File: src/rtl/dtw_pkg.sv
// rtl/dtw_pkg.sv - shared types and constants for the DTW run controller
package dtw_pkg;

  localparam int unsigned DTW_WIDTH = 16;

  typedef enum logic [1:0] {
    ST_IDLE = 2'd0,
    ST_RUN  = 2'd1,
    ST_HOLD = 2'd2
  } dtw_state_e;

  // Result sentinels reported when a run ends without a core result.
  localparam logic [DTW_WIDTH-1:0] DTW_MINVAL_NONE = '1;
  localparam logic [31:0]          DTW_POS_NONE    = 32'hFFFF_FFFF;

endpackage

File: src/rtl/dtw_watchdog.sv
// rtl/dtw_watchdog.sv - 32-bit run-cycle counter with terminal count
//   clk, rst : clock, synchronous active-high reset
//   clr      : clear counter to 0 (wins over en)
//   en       : increment counter
//   count    : current count
//   tc       : count equals TIMEOUT_CYCLES-1
module dtw_watchdog #(
  parameter int unsigned TIMEOUT_CYCLES = 100000
) (
  input  logic        clk,
  input  logic        rst,
  input  logic        clr,
  input  logic        en,
  output logic [31:0] count,
  output logic        tc
);

  localparam logic [31:0] TC_VALUE = 32'(TIMEOUT_CYCLES - 1);

  logic [31:0] count_q;
  logic [31:0] count_d;

  always_comb begin
    count_d = count_q;
    if (clr) begin
      count_d = '0;
    end else if (en) begin
      count_d = count_q + 32'd1;
    end
  end

  always_ff @(posedge clk) begin
    if (rst) begin
      count_q <= '0;
    end else begin
      count_q <= count_d;
    end
  end

  assign count = count_q;
  assign tc    = (count_q == TC_VALUE);

endmodule

File: src/rtl/dtw_run_ctrl.sv
// rtl/dtw_run_ctrl.sv - run controller and result collector for dtw_core
//   clk, rst                      : clock, synchronous active-high reset
//   start, abort, threshold       : host run control, threshold latched on start
//   busy                          : high in RUN and HOLD
//   core_rst, core_running        : drive dtw_core
//   core_done, core_minval/position : dtw_core results
//   res_valid/res_ready           : one-result-per-run handshake
//   res_minval/position/hit/timeout/cycles : captured result fields
module dtw_run_ctrl
  import dtw_pkg::*;
#(
  parameter int unsigned WIDTH          = DTW_WIDTH,
  parameter int unsigned TIMEOUT_CYCLES = 100000
) (
  input  logic             clk,
  input  logic             rst,
  input  logic             start,
  input  logic             abort,
  input  logic [WIDTH-1:0] threshold,
  output logic             busy,
  output logic             core_rst,
  output logic             core_running,
  input  logic             core_done,
  input  logic [WIDTH-1:0] core_minval,
  input  logic [31:0]      core_position,
  output logic             res_valid,
  input  logic             res_ready,
  output logic [WIDTH-1:0] res_minval,
  output logic [31:0]      res_position,
  output logic             res_hit,
  output logic             res_timeout,
  output logic [31:0]      res_cycles
);

  dtw_state_e       state_q, state_d;
  logic [WIDTH-1:0] thr_q, thr_d;
  logic [WIDTH-1:0] minval_q, minval_d;
  logic [31:0]      position_q, position_d;
  logic             hit_q, hit_d;
  logic             timeout_q, timeout_d;
  logic [31:0]      cycles_q, cycles_d;

  logic        wd_clr;
  logic        wd_en;
  logic [31:0] wd_count;
  logic        wd_tc;

  dtw_watchdog #(
    .TIMEOUT_CYCLES(TIMEOUT_CYCLES)
  ) u_watchdog (
    .clk  (clk),
    .rst  (rst),
    .clr  (wd_clr),
    .en   (wd_en),
    .count(wd_count),
    .tc   (wd_tc)
  );

  always_comb begin
    state_d    = state_q;
    thr_d      = thr_q;
    minval_d   = minval_q;
    position_d = position_q;
    hit_d      = hit_q;
    timeout_d  = timeout_q;
    cycles_d   = cycles_q;
    wd_clr     = 1'b0;
    wd_en      = 1'b0;

    unique case (state_q)
      ST_IDLE: begin
        if (start) begin
          thr_d   = threshold;
          wd_clr  = 1'b1;
          state_d = ST_RUN;
        end
      end
      ST_RUN: begin
        wd_en = 1'b1;
        // Exit priority: abort, then core result, then watchdog.
        if (abort) begin
          state_d = ST_IDLE;
        end else if (core_done) begin
          minval_d   = core_minval;
          position_d = core_position;
          hit_d      = (core_minval < thr_q);
          timeout_d  = 1'b0;
          cycles_d   = wd_count + 32'd1;
          state_d    = ST_HOLD;
        end else if (wd_tc) begin
          minval_d   = {WIDTH{1'b1}};
          position_d = DTW_POS_NONE;
          hit_d      = 1'b0;
          timeout_d  = 1'b1;
          cycles_d   = wd_count + 32'd1;
          state_d    = ST_HOLD;
        end
      end
      ST_HOLD: begin
        if (res_ready) begin
          state_d = ST_IDLE;
        end
      end
      default: state_d = ST_IDLE;
    endcase
  end

  always_ff @(posedge clk) begin
    if (rst) begin
      state_q    <= ST_IDLE;
      thr_q      <= '0;
      minval_q   <= '0;
      position_q <= '0;
      hit_q      <= 1'b0;
      timeout_q  <= 1'b0;
      cycles_q   <= '0;
    end else begin
      state_q    <= state_d;
      thr_q      <= thr_d;
      minval_q   <= minval_d;
      position_q <= position_d;
      hit_q      <= hit_d;
      timeout_q  <= timeout_d;
      cycles_q   <= cycles_d;
    end
  end

  // rst feeds core_rst directly so the core is cleared on the same edge.
  assign core_rst     = rst || (state_q != ST_RUN);
  assign core_running = !rst && (state_q == ST_RUN);
  assign busy         = (state_q == ST_RUN) || (state_q == ST_HOLD);
  assign res_valid    = (state_q == ST_HOLD);
  assign res_minval   = minval_q;
  assign res_position = position_q;
  assign res_hit      = hit_q;
  assign res_timeout  = timeout_q;
  assign res_cycles   = cycles_q;

endmodule

File: config.mk
export PLATFORM = sky130hd
export DESIGN_NAME = dtw_run_ctrl
export DESIGN_NICKNAME = d
export VERILOG_FILES = /design/src/rtl/dtw_pkg.sv /design/src/rtl/dtw_watchdog.sv /design/src/rtl/dtw_run_ctrl.sv
export SDC_FILE = /design/constraint.sdc
export NUM_CORES = 1
export LEC_CHECK = 0
export BUFFER_PORTS_ARGS = -buffer_cell sky130_fd_sc_hd__clkbuf_2
export CAP_MARGIN = 30
export CORE_MARGIN = 2
export CORE_UTILIZATION = 55
export CTS_BUF_LIST = sky130_fd_sc_hd__clkbuf_8
export CTS_CLUSTER_SIZE = 30
export DETAILED_ROUTE_END_ITERATION = 6
export GPL_TIMING_DRIVEN = 0
export PLACE_DENSITY = 0.94
export SYNTH_ARGS = -nofsm -noshare
export SYNTH_HDL_FRONTEND = slang
export SYNTH_HIERARCHICAL = 1
export SYNTH_SLANG_ARGS = --single-unit
File: constraint.sdc
create_clock -name clk -period 2.7 [get_ports clk]
set_input_delay 0.675 -clock clk [delete_from_list [all_inputs] [get_ports clk]]
set_output_delay 0.675 -clock clk [all_outputs]
set_load 0.01 [all_outputs]
Yosys cells after proc, flatten, opt, wreduce, memory -nomap -nowiden. Index checks and enable logic that the tools add are counted.

Register bits after elaboration: 132. Bits of input ports: 70. Output and inout port bits: 86. Logic and storage cells: 47.

$add $sub $neg: 1. Magnitude comparators: 1. Equal/unequal tests: 7. Mux-type cells: 19. Bitwise operators: 1. Reduce and logical (&&, ||, !) cells: 10.

Operator list (number): 32-bit two-way mux (4); 32-bit by 1-bit adder with 32-bit output (second input constant) (1); 32-bit by 17-bit == test with 1-bit output (second input constant) (1); 16-bit two-way mux (2); 16-bit less-than comparator (1); 2-bit two-way mux (5); 1-bit two-way mux (7); 2-bit case mux with 3 select lines (1); 3-bit AND reduction (2); 2-bit by 1-bit != test with 1-bit output (second input constant) (2); 4-bit by 3-bit != test with 1-bit output (second input constant) (1); 2-bit by 1-bit == test with 1-bit output (second input constant) (1); 2-bit == test (second input constant) (1); 2-bit zero test (1); 1-bit logical OR (2); 2-bit != test (second input constant) (1); 2-bit AND reduction (1); 2-bit nonzero test (1); 2-bit OR reduction (1); 1-bit logical AND (1); 1-bit zero test (1); 1-bit NOT (1).

Logic depth before layout (Yosys ltp). Gate-level depths: netlist of the first run.

Depth after elaboration: 5. Depth in mapped cells: 11. Gate-level depth less buffers: 9.

Modules after synthesis. Netlist of the first run, hierarchy kept.

By module, submodules not included: dtw_run_ctrl (instances 1, cells an instance 532, area an instance 4546.9 µm², sequential area each 2001.9 µm²); dtw_watchdog (instances 1, cells an instance 189, area an instance 1610.3 µm², sequential area each 640.6 µm²).

Least setup slack after synthesis of the first run. Ideal clock, no wire load.

Kind: reg2reg. Start point: register u_watchdog.count_q[10], in the netlist u_watchdog/count[10]. End point: register cycles_q[26], in the netlist res_cycles[26]. Library setup time: 0.091 ns. Arrival time: 2.208 ns. Data required time: 2.609 ns. Slack: 0.401 ns. Stages on the path, launching flop included: 11. Path buffers: 2. Clock period less this slack: 2.299 ns. Cell sequence: dfxtp_1 nand2_1 nor4_1 nand3_1 nor2_1 nor2_1 nor2_1 clkbuf_1 clkbuf_1 nor2_1 a311oi_1.

Word-level cells in the longest chain between the ends: 3. Elaborated cells on any way between the ends: 6. Classes of those cells: add/sub (1); eq/ne (1); mux (2); reduce/logical (2).

Ends and longest elaborated chain: start: declaration (line dtw_watchdog.sv:20) `logic [31:0] count_q;`; start signal: assignment (line dtw_watchdog.sv:36) `count_q <= count_d;`; 32-bit by 17-bit == test with 1-bit output (line dtw_watchdog.sv:41) `assign tc = (count_q == TC_VALUE);`; named net wd_tc (line dtw_run_ctrl.sv:46) `logic wd_tc;`; 2-bit nonzero test (no source line); 3-bit AND reduction (no source line); end signal: assignment (line dtw_run_ctrl.sv:124) `cycles_q <= cycles_d;`; end: declaration (line dtw_run_ctrl.sv:41) `logic [31:0] cycles_q, cycles_d;`.

The timed path passes the listed nets, and every way through them passes these cells. The select of a mux whose other input is x is not followed. A chain may end at the register's enable or synchronous reset.

Worst setup path after layout of the first run.
Start point: register state_q[0]. End point: register u_watchdog.count_q[21], in the netlist u_watchdog/count[21].

Word-level cells in the longest chain between the ends: 3. Elaborated cells on any way between the ends: 5. Classes of those cells: eq/ne (1); mux (2); reduce/logical (2).

Ends and longest elaborated chain: start: declaration (line dtw_run_ctrl.sv:35) `dtw_state_e state_q, state_d;`; start signal: assignment (line dtw_run_ctrl.sv:118) `state_q <= state_d;`; 2-bit zero test (line dtw_run_ctrl.sv:70) `unique case (state_q)`; 1-bit two-way mux (line dtw_run_ctrl.sv:70); named net wd_clr (line dtw_run_ctrl.sv:43) `logic wd_clr;`; 2-bit OR reduction (no source line).

The timed path passes the listed nets, and every way through them passes these cells.

==> results of run 1 <==
## layer usage
layer,vias up,wire length (um)
met3,53,1710
met1,3045,7150
met4,0,454
met5,-,0
li1,3049,-
met2,339,9080
## cells by family after synthesis
group,after synthesis
compound gates,177
xor+xnor,21
fa+ha+maj,20
buf+inv,76
flops,132
mux,2
simple gates,293
## worst paths after layout
check                                    from                    to  slack (ns)  depth (start not counted)
worst max-delay path               state_q[0]  u_watchdog/count[21]        0.15                          8
worst min-delay path             threshold[1]              thr_q[1]        0.44                          3
worst min register to register  res_cycles[1]         res_cycles[1]        0.46                          2
worst max register to register     state_q[0]  u_watchdog/count[21]        0.15                          8
## timing repair
action | 4_1_cts | 5_1_grt
cloned | 0 | 0
setup buffers | 0 | 5
resized for setup | 11 | 15
hold endpoints to repair | 0 | 0
setup endpoints to repair | 75 | 95
hold buffers | 0 | 0
## worst register-to-register path: cells and delay by family, from the launching register on
kind | cells | cell delay [ns]
DFF | 1 | 0.38
AOI/OAI and AO/OA | 1 | 0.25
buffers and inverters | 4 | 0.97
and+or+nand+nor | 2 | 0.64
adders and majority gates | 1 | 0.23
## cell type report
cell class,instances,area (um2)
fillers,822,3310
multi-input cells,513,3200
flip-flops and latches,132,2650
repair buffers,160,813
plain buffers,48,240
well taps,140,175
clock buffers,17,234
clock inverters,15,165
inverters,28,105
## power by group through the flow
stage / Sequential (uW) / Clock, uW / Combinational (uW)
4_1_cts: 2060 / 1690 / 458
3_5_place_dp: 2100 / 0 / 451
3_3_place_gp: 2100 / 0 / 437
2_1_floorplan: 2120 / 0 / 236
6_report: 2060 / 1700 / 465
5_1_grt: 2070 / 1780 / 515
## cell usage after synthesis, types with 3 or more instances
cell / count
or4b_1: 4
a32oi_1: 4
nand4_4: 3
ha_1: 20
and4_1: 8
buf_1: 3
or3_1: 12
inv_1: 27
nand3_1: 26
o22ai_1: 48
buf_2: 3
o31ai_1: 22
dfxtp_1: 132
a211oi_1: 15
nor2b_1: 3
xor2_1: 13
nor4_1: 12
a311oi_1: 14
nand4_1: 20
nand2_1: 60
o21ai_0: 15
nor3_1: 4
buf_6: 3
nor2_1: 93
nor4b_1: 5
xnor2_1: 8
o21a_1: 3
clkbuf_1: 36
a21oi_1: 42
or4_1: 24
## stage by stage
stage | util | worst slack [ns] | cell area [um2] | power (uW) | hold slack [ns]
global route | 0.696 | 0.0170 | 7580 | 4360 | 0.463
detailed placement | 0.653 | -0.318 | 7110 | 2550 | 0.450
finish | 0.696 | 0.148 | 7580 | 4230 | 0.438
floorplan | - | 0.401 | 6160 | 2360 | 0.432
global placement | 0.653 | -0.272 | 7110 | 2540 | 0.443
CTS | 0.691 | -0.00447 | 7520 | 4210 | 0.436
## flip-flops by register name, indices dropped and copies added, names as in the netlist
register,cells
res_cycles,32
res_timeout,1
res_hit,1
thr_q,16
res_minval,16
state_q,2
u_watchdog/count,32
res_position,32
==> flow_metrics.env, run 1 <==
export IMPL_cts_buffers=17
export IMPL_worstSetupEndpointType="flop"
export IMPL_p_sw_frac=0.297
export IMPL_clk_latency_ns=0.45
export IMPL_seqPwrFrac=0.487
export IMPL_cts_root_buf="clkbuf_8"
export IMPL_status="completed"
export IMPL_hold_path_class="in2reg"
export IMPL_fp_row_count=38
export IMPL_drv_cap=0
export IMPL_use_met1=0.360
export IMPL_final_cell_mix="clkbuf_2 (164), dfxtp_1 (129), nor2_1 (92)"
export IMPL_synth_fp_nets=811
export IMPL_top_usage_layer="met2"
export IMPL_critPathSlowestCell="dfxtp_1"
export IMPL_synth_edf_count=0
export IMPL_p_leak_uw=0.00297
export IMPL_synth_simple_area_share=0.255
export IMPL_synth_xor_area_frac=0.0299
export IMPL_drtIter0Drc=849
export IMPL_yosys_most_used_dff="dfxtp_1"
export IMPL_antennaDiodeCount=0
export IMPL_core_area_um2=10900
export IMPL_postSynthCellCount=721
export IMPL_layout_commonest_cell="clkbuf_2"
export IMPL_netSwitchingPower_uw=1250
export IMPL_layout_drive_gt1_share=0.254
export IMPL_p_clk_frac=0.403
export IMPL_area_growth_synth_to_final_pct=23.1
export IMPL_pin_count=156
export IMPL_use_met2=0.504
export IMPL_synth_top_cell_by_area="dfxtp_1"
export IMPL_period_minus_slack_ns=2.55
export IMPL_slew_headroom=0.540
export IMPL_async_reset_ff_frac=0
export IMPL_wl_um=18400
export IMPL_slew_violations=0
export IMPL_setup_viol=0
export IMPL_synth_fa_ha_area_frac=0.0406
export IMPL_clk_path_buf_depth=2
export IMPL_wire_per_inst_um=17.5
export IMPL_route_detailed_drc=0
export IMPL_layout_nets=990
export IMPL_cp_required_ns=3.06
export IMPL_synth_area_top_cells="dfxtp_1 (43%), nor2_1 (5.7%), o22ai_1 (4.9%), ha_1 (4.1%), nand2_1 (3.7%)"
export IMPL_gp_congestion=0.953
export IMPL_ys_types=59
export IMPL_arrival_ns=2.91
export IMPL_grtUsageTotal=0.299
export IMPL_dp_cells=1016
export IMPL_die_h_um=110
export IMPL_antenna_left=0
export IMPL_synth_compound_area_frac=0.190
export IMPL_place_hpwl_um=12900
export IMPL_comb_power_share=0.110
export IMPL_startpoint_type="flop"
export IMPL_htreeDepth=4
export IMPL_critical_path_class="reg2reg"
export IMPL_grt_setup_unrepaired="false"
export IMPL_die_area_um2=12100
export IMPL_fin_crit_sh=0.945
export IMPL_clock_sinks=132
export IMPL_port_buffers=155
export IMPL_overflow=0
export IMPL_fin_cells=1053
export IMPL_firstDrtPassIters=6
export IMPL_grt_max_degree=17
export IMPL_synthMuxAreaShare=0.00325
export IMPL_start_util=0.566
export IMPL_fin_skew_ns=0.0147
export IMPL_grt_pass1_vias=5756
export IMPL_cp_max_fo=13
export IMPL_synthesis_area_um2=6160
export IMPL_crit_buf_inv=4
export IMPL_dr_total_vias=6486
export IMPL_internal_power_uw=2970
export IMPL_antenna_found_initial=0
export IMPL_hold_viol=0
export IMPL_vias_per_cell=6.16
export IMPL_synth_seq_cells=132
export IMPL_worst_slew_pin_slew_ns=0.690
export IMPL_avgSynthCellArea_um2=8.54
export IMPL_critPathMaxStageDelay_ns=0.38
export IMPL_crit_family="buffers and inverters"
export IMPL_grtUsageMet3=0.0717
export IMPL_die_width_um=110
export IMPL_grt_pass1_wl_um=28200
export IMPL_p_per_area_nw_per_um2=558
export IMPL_synth_top_family_by_area="simple AND/OR/NAND/NOR gates"
export IMPL_ys_seq_area_frac=0.429
export IMPL_clock_fmax_ghz=0.392
export IMPL_setup_tns_ns=0
export IMPL_synth_top_area_frac=0.429
export IMPL_path_cells="inv_1, ha_1, nand2_1, clkinv_1, clkbuf_2, or2_2, clkbuf_1, a21oi_1"
export IMPL_yosysWarnings=6
export IMPL_clk_pin_slew_ns=0.09
export IMPL_ir_drop_v=0.000336
export IMPL_cts_tree="yes"
Note: power is estimated with default switching activity, not from simulation.
==> inputs of run 2 (changes only) <==
Settings changed: CELL_PAD_IN_SITES_DETAIL_PLACEMENT set to 1, CELL_PAD_IN_SITES_GLOBAL_PLACEMENT set to 1, CORE_UTILIZATION 55 to 37, PLACE_DENSITY 0.94 to 0.91.
Clock period 2.7 ns to 2.3 ns, I/O delays scaled along.
==> flow_metrics.env, run 2 (synthesis results as in run 1) <==
export IMPL_status="finished, violations left"
export IMPL_failed_checks="negative setup slack"
export IMPL_layout_commonest_cell="clkbuf_2"
export IMPL_setup_viol=4
export IMPL_clock_fmax_ghz=0.425
export IMPL_fin_skew_ns=0.0180
export IMPL_nFillCells=2001
export IMPL_path_cells="inv_2, ha_4, buf_6, nand4_1, or4_4, buf_6, or4_4, a21oi_1"
export IMPL_drtIter0Drc=393
export IMPL_overflow=0
export IMPL_clock_sinks=132
export IMPL_setup_tns_ns=-0.165
export IMPL_grt_pass1_vias=6514
export IMPL_grt_setup_unrepaired="true"
export IMPL_p_leak_uw=0.00314
export IMPL_dr_total_vias=6688
export IMPL_hold_viol=0
export IMPL_die_width_um=133
export IMPL_slew_headroom=0.551
export IMPL_area_growth_synth_to_final_pct=31.4
export IMPL_clk_pin_slew_ns=0.08
export IMPL_startpoint_type="flop"
export IMPL_p_per_area_nw_per_um2=666
export IMPL_slew_violations=0
export IMPL_fin_crit_sh=1.02
export IMPL_die_area_um2=17700
export IMPL_grt_max_degree=17
export IMPL_cp_required_ns=2.68
export IMPL_start_util=0.375
export IMPL_grtUsageTotal=0.239
export IMPL_clk_latency_ns=0.45
export IMPL_route_detailed_drc=0
export IMPL_cts_root_buf="clkbuf_8"
export IMPL_multi_input_area_um2=3350
export IMPL_placed_area_um2=7210
export IMPL_die_h_um=133
export IMPL_dp_cells=1096
export IMPL_drv_cap=0
export IMPL_arrival_ns=2.73
export IMPL_critPathMaxStageDelay_ns=0.60
export IMPL_htreeDepth=4
export IMPL_seq_area_um2=2680
export IMPL_ir_drop_v=0.000365
export IMPL_pin_count=156
export IMPL_grt_pass1_wl_um=33900
export IMPL_wire_per_inst_um=19.9
export IMPL_critPathSlowestCell="or4_4"
export IMPL_antenna_found_initial=0
export IMPL_core_area_um2=16400
export IMPL_design_area_um2=8090
export IMPL_cts_buffers=17
export IMPL_final_cell_mix="clkbuf_2 (160), dfxtp_1 (114), nor2_1 (90)"
export IMPL_worst_slew_pin_slew_ns=0.674
export IMPL_final_core_util=0.493
export IMPL_cp_max_fo=10
export IMPL_antennaDiodeCount=0
export IMPL_place_hpwl_um=14900
export IMPL_hold_path_class="in2reg"
export IMPL_firstDrtPassIters=5
export IMPL_layout_nets=999
export IMPL_vias_per_cell=5.86
export IMPL_worstSetupEndpointType="flop"
export IMPL_clk_path_buf_depth=2
export IMPL_cts_tree="yes"
export IMPL_wl_um=22700
export IMPL_worst_slack_ns=-0.0546
export IMPL_layout_drive_gt1_share=0.307
export IMPL_preCtsSetupSlack_ns=-0.982
export IMPL_period_minus_slack_ns=2.35
export IMPL_gp_congestion=0.885
export IMPL_fin_cells=1142
export IMPL_critical_path_class="reg2reg"
export IMPL_antenna_left=0
export IMPL_port_buffers=155
export IMPL_fp_row_count=47
==> run 2: cell types whose count changed in the layout (fill, tap and decap cells not counted), sizes merged <==
cell      before  now
inv           35   29
clkbuf       210  209
buf           15   28
bufinv         1    5
clkinvlp       2    1
==> run 2: power by group <==
| group | internal, uW | total (uW) | switching [uW] |
|---|---|---|---|
| Clock | 1380 | 2360 | 981 |
| Combinational | 244 | 614 | 370 |
| Sequential | 2360 | 2410 | 51.3 |
| Total | 3990 | 5390 | 1400 |
==> run 2: worst paths after layout <==
check | slack [ns] | startpoint | endpoint | cells after the start
worst max-delay path | -0.05 | state_q[1] | u_watchdog/count[31] | 8
worst min-delay path | 0.35 | threshold[9] | thr_q[9] | 3
worst max register to register | -0.05 | state_q[1] | u_watchdog/count[31] | 8
worst min register to register | 0.45 | thr_q[1] | thr_q[1] | 2
==> run 2: what timing repair did <==
action                                  in CTS  in global routing
endpoints found under the hold margin        0                  0
setup buffers                                3                 11
cloned                                       1                  0
hold buffers                                 0                  0
pin swaps                                    4                 11
resized for setup                           47                 56
endpoints found under the setup margin     114                114
==> run 2: metal layers <==
| layer | track usage | vias up | share of wire |
|---|---|---|---|
| li1 | - | 3066 | - |
| met1 | 0.293 | 3281 | 0.40 |
| met2 | 0.419 | 287 | 0.51 |
| met3 | 0.0414 | 54 | 0.064 |
| met4 | 0.0920 | 0 | 0.028 |
| met5 | 0 | - | 0 |
==> run 2: area by class of cell <==
type | instances | share of cell area
multi-input cells | 513 | 0.414
flip-flops and latches | 132 | 0.332
repair buffers | 170 | 0.111
plain buffers | 47 | 0.0367
clock buffers | 20 | 0.0340
well taps | 220 | 0.0340
clock inverters | 12 | 0.0249
inverters | 28 | 0.0131
==> run 2: worst max-delay path, delay by kind of cell, from the launching register on <==
kind | cells | cell delay (ns)
fa+ha+maj | 1 | 0.16
buf+inv | 3 | 0.35
compound gates | 1 | 0.12
flops | 1 | 0.35
simple gates | 3 | 1.29
==> run 2: metrics by stage <==
step,power [uW],hold slack (ns)
3_5_place_dp,3020,0.447
3_3_place_gp,2990,0.444
2_1_floorplan,2770,0.432
5_1_grt,5580,0.343
6_report,5390,0.345
4_1_cts,5370,0.334
==> inputs of run 3 (changes only) <==
Clock period 2.3 ns to 2.16 ns, I/O delays scaled along.
==> flow_metrics.env, run 3 (synthesis results as in run 1) <==
export IMPL_status="finished, violations left"
export IMPL_failed_checks="negative setup slack"
export IMPL_htreeDepth=4
export IMPL_gp_congestion=0.832
export IMPL_hp_start="threshold[2]"
export IMPL_cp_required_ns=2.53
export IMPL_nFillCells=1948
export IMPL_core_area_um2=16400
export IMPL_worst_slew_pin_slew_ns=0.744
export IMPL_dp_cells=1096
export IMPL_setup_tns_ns=-7.37
export IMPL_slew_violations=0
export IMPL_hold_viol=0
export IMPL_whs_ns=0.295
export IMPL_die_area_um2=17700
export IMPL_min_to="thr_q[2]"
export IMPL_cts_root_buf="clkbuf_8"
export IMPL_crit_family="simple AND/OR/NAND/NOR gates"
export IMPL_crit_buf_inv=3
export IMPL_setup_viol=92
export IMPL_hold_depth=3
export IMPL_route_detailed_drc=0
export IMPL_cp_max_fo=7
export IMPL_clock_sinks=132
export IMPL_critPathMaxStageDelay_ns=0.39
export IMPL_grt_setup_unrepaired="true"
export IMPL_seqPwrFrac=0.446
export IMPL_netSwitchingPower_uw=1610
export IMPL_r2r_slack_ns=-0.23
export IMPL_die_h_um=133
export IMPL_port_buffers=155
export IMPL_firstDrtPassIters=5
export IMPL_clk_pin_slew_ns=0.11
export IMPL_layout_nets=1025
export IMPL_p_per_area_nw_per_um2=669
export IMPL_clock_fmax_ghz=0.418
export IMPL_pin_count=156
export IMPL_crit_top_cell="buf_4"
export IMPL_layout_commonest_cell="clkbuf_2"
export IMPL_grt_max_degree=17
export IMPL_overflow=0
export IMPL_grt_pass1_wl_um=37300
export IMPL_r2r_start="u_watchdog/count[0]"
export IMPL_hold_path_class="in2reg"
export IMPL_p_sw_frac=0.279
export IMPL_r2r_end="res_cycles[24]"
export IMPL_start_util=0.375
export IMPL_cts_tree="yes"
export IMPL_wl_um=27500
export IMPL_dr_total_vias=7168
export IMPL_fin_skew_ns=0.0327
export IMPL_drtIter0Drc=637
export IMPL_arrival_ns=2.77
export IMPL_path_cells="buf_4, ha_2, and2_1, buf_6, nand4_1, buf_4, or3_1, a311oi_2"
export IMPL_period_minus_slack_ns=2.39
export IMPL_antenna_found_initial=0
export IMPL_area_growth_synth_to_final_pct=39.6
export IMPL_critPathLaunch="u_watchdog/count[0]"
export IMPL_preCtsSetupSlack_ns=-0.659
export IMPL_wire_per_inst_um=23.5
export IMPL_critical_path_class="reg2reg"
export IMPL_final_cell_mix="clkbuf_2 (160), dfxtp_1 (104), nor2_1 (90)"
export IMPL_antennaDiodeCount=0
export IMPL_power_uw=5750
export IMPL_p_leak_uw=0.00338
export IMPL_slew_headroom=0.504
export IMPL_comb_power_share=0.124
export IMPL_clk_path_buf_depth=2
export IMPL_die_width_um=133
export IMPL_fp_row_count=47
export IMPL_fin_cells=1168
export IMPL_cts_buffers=17
export IMPL_critPathSlowestCell="dfxtp_4"
export IMPL_place_hpwl_um=14800
export IMPL_worstSetupEndpointType="flop"
export IMPL_layout_drive_gt1_share=0.373
export IMPL_startpoint_type="flop"
export IMPL_grt_pass1_vias=6968
export IMPL_ir_drop_v=0.000366
export IMPL_fin_crit_sh=1.11
export IMPL_internal_power_uw=4140
export IMPL_holdBufCountCts=0
export IMPL_clk_latency_ns=0.49
export IMPL_worst_slack_ns=-0.233
export IMPL_antenna_left=0
export IMPL_vias_per_cell=6.14
export IMPL_p_clk_frac=0.430
export IMPL_grtUsageTotal=0.266
export IMPL_drv_cap=0
export IMPL_r2r_cells=8
run 3: routing by layer:
metal / global-route usage / vias up / part of all wire
li1: - / 3116 / -
met1: 0.309 / 3485 / 0.38
met2: 0.475 / 434 / 0.50
met3: 0.0483 / 133 / 0.073
met4: 0.122 / 0 / 0.053
met5: 0 / - / 0
run 3: cell type report:
cell class,count,area (um2),area share
Buffer,45,340,0.0396
Clock buffer,20,275,0.0320
Clock inverter,12,178,0.0207
Inverter,28,106,0.0124
Multi-Input combinational cell,513,3560,0.414
Sequential cell,132,2710,0.316
Tap cell,220,275,0.0320
Timing Repair Buffer,198,1150,0.134
run 3: repair_timing:
action,4_1_cts,5_1_grt
endpoints found under the setup margin,116,119
pin swaps,6,37
gates cloned,1,2
gates resized for setup,77,114
setup buffers,18,24
endpoints found under the hold margin,0,0
run 3: per-stage QoR:
stage	utilization	instance area [um2]
after floorplan	-	6170
after global placement	0.440	7220
after detailed placement	0.440	7220
after CTS	0.489	8030
after global routing	0.524	8600
final	0.524	8600
run 3: power by group through the flow:
stage	sequential, uW	clock (uW)	combinational [uW]
after floorplan	2650	0	297
after global placement	2630	0	558
after detailed placement	2630	0	576
after CTS	2560	2410	611
after global routing	2580	2590	766
final	2570	2470	714
run 3: worst reg2reg max path: stages (launching register included):
cell      delay, ns
dfxtp_4        0.39
buf_4          0.16
ha_2           0.21
and2_1         0.17
buf_6          0.16
nand4_1        0.25
buf_4          0.27
or3_1          0.33
a311oi_2       0.32
run 3: worst max-delay path by stage:
stage          slack, ns              endpoint  depth (start not counted)
2_1_floorplan    0.00007  u_watchdog/count[27]                          8
5_1_grt            -0.31        res_cycles[31]                         11
3_5_place_dp       -0.66        res_cycles[16]                         10
3_3_place_gp       -0.63        res_cycles[15]                         10
6_report           -0.23        res_cycles[24]                          8
4_1_cts            0.002        res_cycles[29]                          9
